===== src/rtl/array_wr_sched.sv =====
// Two-requester round-robin write scheduler in front of a 1R1W array port.
// Optional memory clear sweep compiled in with `define ARRAY_WR_SCHED_CLR_EN.
module array_wr_sched #(
    parameter int ADDRBIT = 9,
    parameter int DEPTH   = 512,
    parameter int WIDTH   = 32
) (
    input  logic               clk,
    input  logic               rst_,
    input  logic               req0,
    input  logic [ADDRBIT-1:0] wa0,
    input  logic [WIDTH-1:0]   di0,
    output logic               gnt0,
    input  logic               req1,
    input  logic [ADDRBIT-1:0] wa1,
    input  logic [WIDTH-1:0]   di1,
    output logic               gnt1,
    input  logic               clr_start,
    output logic               clr_busy,
    output logic               we,
    output logic [ADDRBIT-1:0] wa,
    output logic [WIDTH-1:0]   di
);

    logic               last1_r;
    logic               gnt0_s;
    logic               gnt1_s;
    logic               clr_wr_s;
    logic [ADDRBIT-1:0] clr_addr_s;

`ifdef ARRAY_WR_SCHED_CLR_EN
    typedef enum logic {
        IDLE  = 1'b0,
        CLEAR = 1'b1
    } clr_state_t;

    clr_state_t         state_r;
    logic [ADDRBIT-1:0] cnt_r;
    logic               busy_r;

    // Clear sweep FSM; busy stays up one extra cycle so it covers the last registered clear write.
    always_ff @(posedge clk or negedge rst_) begin
        if (!rst_) begin
            state_r <= IDLE;
            cnt_r   <= {ADDRBIT{1'b0}};
            busy_r  <= 1'b0;
        end else begin
            case (state_r)
                IDLE: begin
                    busy_r <= clr_start;
                    if (clr_start) begin
                        state_r <= CLEAR;
                        cnt_r   <= {ADDRBIT{1'b0}};
                    end else begin
                        state_r <= IDLE;
                    end
                end
                CLEAR: begin
                    busy_r <= 1'b1;
                    if (cnt_r == ADDRBIT'(DEPTH - 1)) begin
                        state_r <= IDLE;
                    end else begin
                        cnt_r <= cnt_r + {{(ADDRBIT-1){1'b0}}, 1'b1};
                    end
                end
                default: begin
                    state_r <= IDLE;
                    cnt_r   <= {ADDRBIT{1'b0}};
                    busy_r  <= 1'b0;
                end
            endcase
        end
    end

    assign clr_wr_s   = (state_r == CLEAR);
    assign clr_addr_s = cnt_r;
    assign clr_busy   = busy_r;
`else
    localparam int unused_depth_lp = DEPTH;
    logic unused_clr_start_s;

    assign unused_clr_start_s = clr_start;
    assign clr_wr_s           = 1'b0;
    assign clr_addr_s         = {ADDRBIT{1'b0}};
    assign clr_busy           = 1'b0;
`endif

    // Round-robin grant: on contention requester 0 wins only if requester 1 was granted last.
    always_comb begin
        gnt0_s = 1'b0;
        gnt1_s = 1'b0;
        if (!rst_ || clr_busy) begin
            gnt0_s = 1'b0;
            gnt1_s = 1'b0;
        end else if (req0 && (!req1 || last1_r)) begin
            gnt0_s = 1'b1;
        end else if (req1) begin
            gnt1_s = 1'b1;
        end else begin
            gnt0_s = 1'b0;
            gnt1_s = 1'b0;
        end
    end

    assign gnt0 = gnt0_s;
    assign gnt1 = gnt1_s;

    // Registered write port; address and data hold whenever no write is issued.
    always_ff @(posedge clk or negedge rst_) begin
        if (!rst_) begin
            we      <= 1'b0;
            wa      <= {ADDRBIT{1'b0}};
            di      <= {WIDTH{1'b0}};
            last1_r <= 1'b1;
        end else if (clr_wr_s) begin
            we <= 1'b1;
            wa <= clr_addr_s;
            di <= {WIDTH{1'b0}};
        end else if (gnt0_s) begin
            we      <= 1'b1;
            wa      <= wa0;
            di      <= di0;
            last1_r <= 1'b0;
        end else if (gnt1_s) begin
            we      <= 1'b1;
            wa      <= wa1;
            di      <= di1;
            last1_r <= 1'b1;
        end else begin
            we <= 1'b0;
        end
    end

endmodule

===== config.mk =====
export PLATFORM = sky130hd
export DESIGN_NAME = array_wr_sched
export DESIGN_NICKNAME = d
export VERILOG_FILES = /design/src/rtl/array_wr_sched.sv
export SDC_FILE = /design/constraint.sdc
export NUM_CORES = 1
export LEC_CHECK = 0
export ABC_AREA = 0
export BUFFER_PORTS_ARGS = -buffer_cell sky130_fd_sc_hd__buf_4
export CELL_PAD_IN_SITES_DETAIL_PLACEMENT = 0
export CELL_PAD_IN_SITES_GLOBAL_PLACEMENT = 1
export CORE_ASPECT_RATIO = 1.5
export CORE_UTILIZATION = 29
export CTS_CLUSTER_SIZE = 8
export DETAILED_ROUTE_END_ITERATION = 10
export PLACE_DENSITY = 0.82
export SLEW_MARGIN = 20
export SYNTH_ARGS = -nofsm -noshare
export SYNTH_HDL_FRONTEND = slang
export SYNTH_SLANG_ARGS = --single-unit

===== constraint.sdc =====
create_clock -name clk -period 1.65 [get_ports clk]
set_clock_uncertainty 0.2 [all_clocks]
set_input_delay 0.165 -clock clk [delete_from_list [all_inputs] [get_ports clk]]
set_output_delay 0.165 -clock clk [all_outputs]
set_load 0.005 [all_outputs]

==> key figures <==
Timing
  – Worst slew pin tran: 0.5548 ns
  – Tmin final: 1.579 ns
  – RSZ-0062 raised after global routing: no
  – Hold_ws: 0.03138 ns
  – Setup TNS: 0 ns
  – Fmax achieved: 633.3 MHz
  – Worst relative slew slack: 63.01%
  – Max-slew violations: 0
  – Final hold violation count: 0
  – Final Cycle Share: 95.70%
  – Final setup fails: 0

Setup path
  – Req. time, crit path: 1.28 ns
  – WS Path Type: reg2out
  – Worst-path cell chain: o211ai_4 -> buf_6 -> inv_1 -> buf_4
  – Crit path largest cell delay: 0.56 ns
  – Worst EP arrival: 1.21 ns
  – Critical path launch point type: flop
  – Endpoint class of the critical path: output port
  – R2r worst-path depth: 3
  – Crit path max fanout: 3
  – Critical-path top delay cell: dfstp_2

Synth
  – Distinct cell type count after synthesis: 12
  – Syn nets: 230
  – Yosys top cell by area: dfrtp_1
  – Avg Inst Size Synth: 14.99 um2
  – Most frequent cell after synthesis: mux2_2
  – EDFF count, synth: 0
  – Dominant synthesized flop cell: dfrtp_1
  – Commonest cells in the netlist: 82 x mux2_2, 42 x dfrtp_1, 5 x buf_4
  – Top cells by area, synth: dfrtp_1 49%, mux2_2 43%, clkbuf_8 2.6%
  – Synth warn: 0
  – Yosys reg bits: 43
  – Synth async-reset ratio: 100.0%
  – Mapped Cells: 143
  – Post-synthesis sequential area ratio: 50.26%
  – Top cell type's share of synthesized area: 49.04%
  – Synthesized area: 2143 um2

Detailed routing
  – DRC Markers: 0
  – ANT nets after route: 0
  – WL final: 5.616 mm
  – Pre-antenna DRT Iters: 4
  – Wire length per cell: 13.34 um
  – Starting DRT DRC Count: 44
  – Total number of vias: 1801
  – Vias/cell: 4.278

Cells and area
  – Inserted Diodes: 0
  – Final #Nets: 407
  – Layout area overhead: 75.54%
  – Layout cell share with drive strength beyond 1: 71.34%
  – Design Area, Final: 3762 um2

Die
  – Die Y: 107.3 um
  – Die area: 7746 um2
  – Starting Density: 29.85%
  – Die Width: 72.20 um
  – Core Box Area: 7179 um2
  – IO Pins: 132
  – Row count: 38

Place
  – Port Buf Inserts: 129
  – Post-place instance area: 3216 um2
  – Gpl congestion: 0.7019
  – Hpwl dp: 3.598 mm

GRT
  – Total grt overflow: 0
  – GR Util met3: 3.371%
  – Global-route met1 utilization: 14.68%
  – Pin count of the biggest net entering global routing: 44
  – Vias in the first global route: 1928
  – Gr usage total: 14.46%
  – Global routing's busiest layer: met2
  – Initial antenna violation count: 0
  – First-pass GRT wire length: 8.673 mm
  – Met2 usage: 28.04%

Clocking
  – Clk buf depth: 2
  – Clock sink total: 43
  – Num CTS Buffers: 5
  – Worst-path clk slew: 0.08 ns
  – Clock Latency Late Sink: 0.28 ns
  – Root buffer cell: clkbuf_8
  – H-tree Lvls: 2
  – TritonCTS clock tree: done

Outcome
  – Outcome: completed

Pwr
  – Peak VDD IR: 0.3773 mV
  – Net Sw Frac: 23.71%
  – Pwr Density: 815.4 nW/um2
  – Leak pwr: 1.778 nW
  – Clock power frac: 23.6%
  – P_sw: 0.7274 mW
  – Pint: 2.340 mW
  – Seq pwr share: 43.3%
  – Combinational share of power: 33.0%

Worst hold path
  – HP Class: in2reg
  – Hold path depth: 3

Run
  – Max-cap violations: 0
==> cell usage in the layout, fill, tap and decap left out <==
cell and instances:
a21boi_0 1, dfrtp_1 42, mux2_2 82, buf_4 134, dlygate4sd3_1 42, dfstp_2 1, conb_1 1, clkbuf_1 1
clkbuf_8 7, inv_1 3, a21oi_1 1, o211ai_4 1, nand2_1 1, buf_6 1, nand2_2 1, buf_12 2
==> layout make-up <==
type	instances	area, um2
fill	647	3417
sequential	43	1077
clock buffer	8	100.1
timing repair buffer	179	1478
inverter	3	11.26
multi-input combinational	88	970.9
tap	100	125.1
==> path summary, 6_finish.rpt <==
path,start,to,slack [ns]
setup / recovery,last1_r$_DFFE_PN1P_,gnt0,0.07
hold / removal,di1[16],di[16]$_DFFE_PN0P_,0.03
setup reg to reg,last1_r$_DFFE_PN1P_,di[12]$_DFFE_PN0P_,0.11
hold reg to reg,last1_r$_DFFE_PN1P_,last1_r$_DFFE_PN1P_,0.42
max in group asynchronous,rst_,di[17]$_DFFE_PN0P_,0.52
min in group asynchronous,rst_,di[8]$_DFFE_PN0P_,0.36
==> power by group through the flow <==
stage / logic, mW / registers (mW) / clock network (mW)
after CTS: 1.02 / 1.33 / 0.776
after floorplan: 0.396 / 1.36 / 0
after global placement: 0.914 / 1.34 / 0
final: 1.01 / 1.33 / 0.725
after global routing: 1.10 / 1.35 / 0.815
after detailed placement: 0.931 / 1.35 / 0
==> worst max-delay path, delay by kind of cell (launching register included) <==
family,cells,cell delay (ns)
flops,1,0.56
buf+inv,3,0.26
compound gates,1,0.10
==> per-layer routing <==
metal	share of wire [%]	vias to the layer above
li1	-	862
met1	35	852
met2	58	76
met3	5.6	11
met4	2.0	0
met5	0	-
==> stage by stage <==
stage                     instances  setup slack (ns)  total power [mW]  util (%)
final                           421           0.07098             3.068     52.41
after global routing            421           0.02030             3.266     52.41
after CTS                       421           0.03536             3.130     52.41
after detailed placement        368           0.07500             2.283     44.79
after global placement          368           0.09403             2.256     44.79
after floorplan                 143            0.1076             1.759         -
==> cell families (layout without fill, tap and decap cells) <==
group / Yosys count / after routing / synth area share, %
DFF: 43 / 43 / 50.26
and+or+nand+nor: 2 / 2 / 0.4670
buffers and inverters: 12 / 190 / 4.845
AOI/OAI and AO/OA: 3 / 3 / 1.167
muxes: 82 / 82 / 43.08
other: 1 / 1 / 0.1750
==> sequential cells by signal (all words and copies together), names as in the netlist <==
register / count
we: 1
last1_r: 1
wa: 9
di: 32
==> what timing repair did <==
item,4_1_cts,5_1_grt
hold buffers,42,0
endpoints found under the hold margin,83,0
gates resized for setup,1,0
endpoints found under the setup margin,1,0
setup buffers,3,0
Note: power is estimated with default switching activity, not from simulation.
